[src/rtl/vernam_pkg.sv]
// Shared types and helpers for the streaming Vernam cipher.
package vernam_pkg;

    localparam int DATA_W_DEF    = 8;
    localparam int KEY_DEPTH_DEF = 16;

    typedef enum logic {
        LOAD = 1'b0,
        RUN  = 1'b1
    } state_t;

    // Advance through the active key, wrapping after the last of len words.
    function automatic int unsigned next_idx(input int unsigned idx, input int unsigned len);
        return (idx == len - 1) ? 0 : idx + 1;
    endfunction

endpackage

[src/rtl/vernam_key_ram.sv]
// Key storage: one synchronous write port, asynchronous read of the current key word.
module vernam_key_ram #(
    parameter  int DATA_W    = 8,
    parameter  int KEY_DEPTH = 16,
    localparam int AW        = $clog2(KEY_DEPTH)
) (
    input  logic              clk,
    input  logic              we,
    input  logic [AW-1:0]     waddr,
    input  logic [DATA_W-1:0] wdata,
    input  logic [AW-1:0]     raddr,
    output logic [DATA_W-1:0] rdata
);

    logic [DATA_W-1:0] mem [KEY_DEPTH];

    // Addresses beyond the key depth are silently dropped.
    always_ff @(posedge clk) begin
        if (we && (32'(waddr) < KEY_DEPTH))
            mem[waddr] <= wdata;
    end

    assign rdata = mem[raddr];

endmodule

[src/rtl/vernam_stream_cipher.sv]
// Streaming XOR cipher: cycles a loaded key over accepted words, one registered output stage.
module vernam_stream_cipher
    import vernam_pkg::*;
#(
    parameter  int DATA_W    = DATA_W_DEF,
    parameter  int KEY_DEPTH = KEY_DEPTH_DEF,
    localparam int AW        = $clog2(KEY_DEPTH),
    localparam int LW        = AW + 1
) (
    input  logic              clk,
    input  logic              rst_n,
    input  logic              key_we,
    input  logic [AW-1:0]     key_waddr,
    input  logic [DATA_W-1:0] key_wdata,
    input  logic [LW-1:0]     cfg_len,
    input  logic              start,
    input  logic              stop,
    input  logic              s_valid,
    input  logic [DATA_W-1:0] s_data,
    output logic              s_ready,
    output logic              m_valid,
    output logic [DATA_W-1:0] m_data,
    input  logic              m_ready,
    output logic              busy,
    output logic              cfg_err,
    output logic [AW-1:0]     key_idx
);

    state_t            state;
    logic [LW-1:0]     len_q;
    logic [DATA_W-1:0] key_word;
    logic              len_ok;
    logic              accept;

    assign len_ok  = (cfg_len != '0) && (cfg_len <= LW'(KEY_DEPTH));
    // stop closes the input port on its own cycle so no word slips in while leaving RUN.
    assign s_ready = (state == RUN) && !stop && (!m_valid || m_ready);
    assign accept  = s_valid && s_ready;

    vernam_key_ram #(
        .DATA_W    (DATA_W),
        .KEY_DEPTH (KEY_DEPTH)
    ) u_key_ram (
        .clk   (clk),
        .we    (key_we && (state == LOAD)),
        .waddr (key_waddr),
        .wdata (key_wdata),
        .raddr (key_idx),
        .rdata (key_word)
    );

    always_ff @(posedge clk) begin
        if (!rst_n) begin
            state   <= LOAD;
            len_q   <= LW'(1);
            key_idx <= '0;
            m_valid <= 1'b0;
            m_data  <= '0;
            busy    <= 1'b0;
            cfg_err <= 1'b0;
        end else begin
            cfg_err <= 1'b0;
            case (state)
                LOAD: begin
                    if (start && !stop) begin
                        if (len_ok) begin
                            state   <= RUN;
                            busy    <= 1'b1;
                            len_q   <= cfg_len;
                            key_idx <= '0;
                        end else begin
                            cfg_err <= 1'b1;
                        end
                    end
                end
                RUN: begin
                    if (key_we)
                        cfg_err <= 1'b1;
                    if (stop) begin
                        state <= LOAD;
                        busy  <= 1'b0;
                    end
                end
                default: state <= LOAD;
            endcase

            // Output register drains in either state so a pending word survives stop.
            if (accept) begin
                m_data  <= s_data ^ key_word;
                m_valid <= 1'b1;
                key_idx <= AW'(next_idx(32'(key_idx), 32'(len_q)));
            end else if (m_valid && m_ready) begin
                m_valid <= 1'b0;
            end
        end
    end

endmodule
[config.mk]
export PLATFORM = sky130hd
export DESIGN_NAME = vernam_stream_cipher
export DESIGN_NICKNAME = d
export VERILOG_FILES = /design/src/rtl/vernam_pkg.sv /design/src/rtl/vernam_key_ram.sv /design/src/rtl/vernam_stream_cipher.sv
export SDC_FILE = /design/constraint.sdc
export NUM_CORES = 1
export LEC_CHECK = 0
export ABC_AREA = 0
export CELL_PAD_IN_SITES_DETAIL_PLACEMENT = 0
export CELL_PAD_IN_SITES_GLOBAL_PLACEMENT = 1
export CORE_UTILIZATION = 40
export CTS_BUF_LIST = sky130_fd_sc_hd__clkbuf_4
export DETAILED_ROUTE_END_ITERATION = 8
export DONT_BUFFER_PORTS = 1
export PLACE_DENSITY = 0.72
export SYNTH_ARGS = -nofsm -noshare
export SYNTH_HDL_FRONTEND = slang
export SYNTH_HIERARCHICAL = 1
export SYNTH_SLANG_ARGS = --single-unit
export TNS_END_PERCENT = 1
[constraint.sdc]
create_clock -name clk -period 3.95 [get_ports clk]
set_clock_uncertainty 0.1 [all_clocks]
set_input_delay 0.79 -clock clk [delete_from_list [all_inputs] [get_ports clk]]
set_output_delay 0.79 -clock clk [all_outputs]
set_load 0.005 [all_outputs]
==> summary.md, run 1 <==
| Metric | Value |
|---|---|
| Status | `finished, violations left` |
| Violated checks | `design-rule violations` |
| GPL Wtd Cong | `0.760` |
| Reg2Reg Capture Point | `m_data[4]$_SDFFE_PN0P_` |
| Reg-to-Reg Start | `key_idx[0]$_SDFFE_PN0P_` |
| Largest net degree at the start of global routing | `34` |
| Switching portion of total power | `20.8%` |
| Share of post-route cells with drive strength above 1 | `17.2%` |
| PwrDens | `426 nW/um^2` |
| Min-delay src | `rst_n` |
| Final-layout fill cell count | `1268` |
| Reg2reg path depth | `7` |
| Setup crit start kind | `register` |
| N_diodes | `0` |
| Worst slew pin tran | `0.950 ns` |
| Post-synthesis sequential area ratio | `70.3%` |
| Fin Setup TNS | `0 ns` |
| Post-Route WL | `11700 um` |
| Fmax | `375 MHz` |
| Post-route ant nets | `0` |
| Combinational Power Share | `2.2%` |
| Maxcap violations | `0` |
| Clock Latency Late Sink | `0.55 ns` |
| Distinct cells, synth | `39` |
| Worst-path clk slew | `0.12 ns` |
| VDD IR max | `254 uV` |
| Die W | `125 um` |
| Pins Over Slew Limit | `0` |
| Max Buffers Root-to-Sink | `2` |
| Worst-path maximum fanout | `21` |
| Sink Count | `149` |
| Area of the multi-input gates | `1700 um^2` |
| CP dominant cell by count | `nand2_1` |
| Crit path kind | `register to register` |
| Reg2reg setup slack | `1.28 ns` |
| NumNets Final | `382` |
| Final Util | `44.8%` |
| Yosys reg bits | `149` |
| Count of input and output buffers | `0` |
| CP required | `4.30 ns` |
| Core Footprint | `14600 um^2` |
| Vias per cell | `5.59` |
| Syn. warnings | `6` |
| Clk pwr share | `35.8%` |
| I/O pin count | `48` |
| Static leakage | `0.00215 uW` |
| Final Cycle Share | `67.5%` |
| # rows | `44` |
| DP Wirelength | `7610 um` |
| Cts bufs inserted | `17` |
| CP max stage cell | `dfxtp_2` |
| Initial antenna violation count | `0` |
| Drt wl/cell | `21.5 um` |
| Hold Path Depth | `1` |
| Tmin final | `2.67 ns` |
| Switching power | `581 uW` |
| Resize count post-CTS | `0` |
| Die height | `125 um` |
| H-tree depth | `4` |
| Post-Syn Nets | `370` |
| FF+latch area | `4270 um^2` |
| Setup violators final | `0` |
| Avg Inst Size Synth | `18.1 um^2` |
| Sequential group share of total power | `62.1%` |
| Ordered cell list for the critical path | `buf_4 > mux4_1 > a22oi_1 > nand2_1 > xnor2_1 > nand2_1 > o211a_1` |
| CP bufs+invs | `1` |
| Max incr delay on CP | `0.82 ns` |
| Crit path DAT | `3.02 ns` |
| Slew margin rel. | `36.4%` |
| Global-route wire length before repair | `18300 um` |
| Internal power | `2210 uW` |
| RSZ-0062 raised after global routing | `false` |
| Die ar. | `15700 um^2` |
| CP endpoint kind | `register` |
| Layout area overhead | `8.04%` |
| Post-Syn Area | `6070 um^2` |
| Hold crit path type | `input pin to register` |
| Clk root buf | `clkbuf_4` |
| Hold WS | `0.218 ns` |
| Routed via count | `3046` |
| Starting Density | `41.4%` |
| CTS tree | `built` |
| Final hold vios | `0` |
| Mapped Cells | `336` |
| Hold Path End | `len_q[0]$_SDFFE_PN1P_` |
| Total track usage | `16.2%` |
| Total grt overflow | `0` |
| Post-CTS Setup Bufs | `0` |
| Iteration-0 DRC Markers | `275` |
| Vias in the first global route | `3213` |
| Hold-fix buffers at CTS | `0` |
| Top cell family by delay on the critical path | `flip-flops` |
| Drt drc | `14` |
| First drt pass iteration count | `7` |
[cells in the mapped netlist (all sizes together)]
| master | instances | share of area, % |
|---|---|---|
| clkbuf | 3 | 0.19 |
| and2b | 1 | 0.12 |
| inv | 2 | 0.12 |
| nand4b | 1 | 0.14 |
| clkdlybuf4s25 | 3 | 0.49 |
| dfxtp | 21 | 6.9 |
| edfxtp | 128 | 63 |
| nor2b | 10 | 1.0 |
| a21boi | 6 | 0.74 |
| a21oi | 2 | 0.23 |
| nand3 | 2 | 0.16 |
| buf | 8 | 1.0 |
| o21ai | 6 | 0.49 |
| mux2i | 4 | 0.66 |
| xor2 | 2 | 0.29 |
| and2 | 4 | 0.41 |
| nand3b | 2 | 0.25 |
| nor4 | 1 | 0.35 |
| a211oi | 1 | 0.21 |
| a21o | 1 | 0.12 |
| ha | 2 | 0.41 |
| nor3 | 6 | 0.49 |
| mux4 | 32 | 13 |
| or3b | 2 | 0.29 |
| nand2b | 4 | 0.41 |
| o211a | 8 | 1.3 |
| nor2 | 17 | 1.1 |
| and4b | 1 | 0.16 |
| a22oi | 17 | 2.1 |
| nand2 | 25 | 1.6 |
| xnor2 | 13 | 1.9 |
| a41oi | 1 | 0.27 |
[logic make-up (layout without fill, tap and decap cells)]
group                      after synthesis  in the layout  synth area share (%)
buffers and inverters                   16             41                  1.81
xor gates and xnor gates                15             15                  2.16
and+or+nand+nor                         76             76                  6.47
DFF                                    149            149                  70.3
adders and majority gates                2              2                 0.412
muxes                                   36             36                  13.4
AOI/OAI and AO/OA                       42             42                  5.48
[final cells by class]
cell class / count / area share [%]
timing repair buffer: 7 / 0.801
multi-input combinational: 171 / 25.9
inverter: 2 / 0.114
sequential: 149 / 65.0
clock buffer: 20 / 2.29
clock inverter: 12 / 2.39
tap: 184 / 3.51
[through the flow]
step	cell area [um^2]	power (uW)	std cells	setup slack [ns]
floorplan	6070	1820	336	1.37
global placement	6250	1830	513	1.14
detailed placement	6250	1830	513	1.13
CTS	6560	2820	545	1.21
global route	6560	2890	545	1.03
finish	6560	2800	545	1.28
[sequential cells by signal, summed over array words and instances, names as in the netlist]
| register | count |
|---|---|
| busy | 1 |
| key_idx | 4 |
| state | 1 |
| cfg_err | 1 |
| u_key_ram/mem | 128 |
| m_valid | 1 |
| len_q | 5 |
| m_data | 8 |
[how the worst max path moves through the flow]
stage | from | end | slack (ns) | depth (start not counted)
3_5_place_dp | key_we | u_key_ram/mem[3][4]$_DFFE_PP_ | 1.13 | 3
4_1_cts | key_idx[0]$_SDFFE_PN0P_ | m_data[4]$_SDFFE_PN0P_ | 1.21 | 7
5_1_grt | key_idx[0]$_SDFFE_PN0P_ | m_data[5]$_SDFFE_PN0P_ | 1.03 | 7
3_3_place_gp | key_we | u_key_ram/mem[2][4]$_DFFE_PP_ | 1.14 | 3
2_1_floorplan | key_we | u_key_ram/mem[0][0]$_DFFE_PP_ | 1.37 | 3
6_report | key_idx[0]$_SDFFE_PN0P_ | m_data[4]$_SDFFE_PN0P_ | 1.28 | 7
[layer usage]
metal	global-route usage, %	vias to the layer above	wire, um
li1	-	1372	-
met2	24.8	102	5580
met1	21.8	1566	5240
met3	4.79	6	805
met5	0	-	0
met4	6.60	0	98
[layout by cell type (no fill, tap or decap), types with 3 or more instances in the layout]
| master | count |
|---|---|
| edfxtp_1 | 128 |
| nand2_1 | 24 |
| dfxtp_1 | 20 |
| clkbuf_4 | 20 |
| mux4_2 | 18 |
| nor2_1 | 17 |
| a22oi_1 | 17 |
| mux4_1 | 14 |
| xnor2_1 | 13 |
| nor2b_1 | 10 |
| o211a_1 | 8 |
| buf_4 | 7 |
| nor3_1 | 6 |
| o21ai_0 | 6 |
| clkinv_4 | 5 |
| nand2b_1 | 4 |
| and2_1 | 4 |
| mux2i_1 | 4 |
| a21boi_0 | 4 |
| bufinv_16 | 3 |
[power by group through the flow]
stage                     Sequential, uW  Clock (uW)  Combinational (uW)
after floorplan                     1770           0                51.0
after global placement              1770           0                59.7
after detailed placement            1770           0                60.7
after CTS                           1740        1020                61.0
after global routing                1740        1080                66.2
final                               1740         999                60.7
(Power assumes the default switching activity.)
==> run 2: changes to the inputs <==
- clock period: 3.95 -> 2.8 ns (I/O delays scaled with it)
==> summary.md, run 2 (synthesis results as in run 1) <==
| Metric | Value |
|---|---|
| Status | `finished, violations left` |
| Violated checks | `design-rule violations` |
| PwrDens | `595 nW/um^2` |
| Largest regs | `u_key_ram/mem: 128 flops, m_data: 8 flops, len_q: 5 flops` |
| Fmax | `453 MHz` |
| Die W | `125 um` |
| Post-Place Cells | `529` |
| Final Util | `46.5%` |
| Count of input and output buffers | `0` |
| Max FFs per register | `128` |
| Core Footprint | `14600 um^2` |
| Worst slew pin tran | `0.706 ns` |
| Drt drc | `12` |
| Vias in the first global route | `3199` |
| CP endpoint kind | `register` |
| Worst-path clk slew | `0.12 ns` |
| First drt pass iteration count | `9` |
| Setup crit start kind | `register` |
| NumNets Final | `409` |
| CP required | `3.15 ns` |
| Hold WS | `0.0572 ns` |
| Cts bufs inserted | `17` |
| Total power | `4050 uW` |
| Global-route wire length before repair | `19200 um` |
| Clock Latency Late Sink | `0.53 ns` |
| Total grt overflow | `0` |
| H-tree depth | `4` |
| Clk root buf | `clkbuf_4` |
| # rows | `44` |
| Final-layout fill cell count | `1272` |
| Max Buffers Root-to-Sink | `2` |
| I/O pin count | `48` |
| Drt wl/cell | `21.9 um` |
| Vias per cell | `5.46` |
| Commonest non-fill, non-tap cell in the layout | `edfxtp_1` |
| Tmin final | `2.21 ns` |
| Pins Over Slew Limit | `0` |
| Total track usage | `17.1%` |
| Die height | `125 um` |
| Maxcap violations | `0` |
| Slew margin rel. | `52.9%` |
| Iteration-0 DRC Markers | `299` |
| Most flop-heavy register | `u_key_ram/mem` |
| Starting Density | `41.4%` |
| RSZ-0062 raised after global routing | `false` |
| Post-CTS Setup Bufs | `0` |
| Post-Layout Cell Count | `573` |
| Crit path DAT | `2.55 ns` |
| Worst-path maximum fanout | `10` |
| Crit path kind | `register to register` |
| Post-route ant nets | `0` |
| Final Cycle Share | `78.8%` |
| Layout area overhead | `12.3%` |
| Post-Route WL | `12600 um` |
| VDD IR max | `699 uV` |
| Most frequent cells in the layout | `128 x edfxtp_1, 24 x nand2_1, 22 x buf_4` |
| Initial antenna violation count | `1` |
| Routed via count | `3130` |
| Hold crit path type | `input pin to register` |
| Setup violators final | `0` |
| Die ar. | `15700 um^2` |
| Sink Count | `149` |
| Static leakage | `0.00229 uW` |
| CTS tree | `built` |
| GPL Wtd Cong | `0.750` |
| DP Wirelength | `8030 um` |
| Share of post-route cells with drive strength above 1 | `19.9%` |
| Fin Setup TNS | `0 ns` |
| Final hold vios | `0` |
| Largest net degree at the start of global routing | `38` |
## run 2: cell count changes in the layout (fill, tap and decap cells not counted)
cell / change
clkbuf_4: -2
bufinv_16: +1
clkinv_4: -4
clkinvlp_4: +1
buf_4: +15
clkinv_2: +1
inv_6: +2
dlygate4sd3_1: +11
diode_2: +2
buf_12: +1
## run 2: metrics by stage
step                      area [um^2]  setup slack [ns]
final                            6820             0.595
after global routing             6810             0.437
after CTS                        6790             0.576
after detailed placement         6380             0.563
after global placement           6380             0.566
after floorplan                  6070             0.449
## run 2: power breakdown
part	switching (uW)	internal, uW
Combinational	81.1	55.4
Sequential	11.2	2440
Clock	759	712
Total	851	3200
## run 2: cell type report
class / instances / area (um^2) / share of cell area (%)
repair buffers: 34 / 295 / 4.33
clock inverters: 13 / 181 / 2.66
diodes: 2 / 5.00 / 0.0734
multi-input cells: 171 / 1700 / 24.9
clock buffers: 18 / 135 / 1.98
flip-flops and latches: 149 / 4270 / 62.6
inverters: 2 / 7.51 / 0.110
well taps: 184 / 230 / 3.38
## run 2: routing by layer
layer | GRT usage (%) | routed length (um) | vias up
li1 | - | - | 1431
met1 | 23.2 | 5760 | 1600
met2 | 26.3 | 5930 | 95
met3 | 5.91 | 824 | 4
met4 | 4.30 | 51 | 0
met5 | 0 | 0 | -
## run 2: what timing repair did
item	CTS	global route
endpoints found under the setup margin	0	0
resized for setup	0	0
hold buffers	9	2
endpoints found under the hold margin	132	6
## run 2: path summary, 6_finish.rpt
kind | from | to | slack, ns | cells after the start
setup reg to reg | key_idx[0]$_SDFFE_PN0P_ | m_data[3]$_SDFFE_PN0P_ | 0.59 | 7
hold / removal | rst_n | len_q[2]$_SDFFE_PN0P_ | 0.06 | 1
setup / recovery | key_idx[0]$_SDFFE_PN0P_ | m_data[3]$_SDFFE_PN0P_ | 0.59 | 7
hold reg to reg | busy$_SDFFE_PN0P_ | busy$_SDFFE_PN0P_ | 0.40 | 2
## run 2: worst max-delay path, cell delays in order, from the launching register on
cell and delay, ns:
dfxtp_2 0.36, buf_4 0.24, mux4_1 0.62, a22oi_1 0.28
nand2_1 0.12, xnor2_1 0.17, nand2_1 0.07, o211a_1 0.15
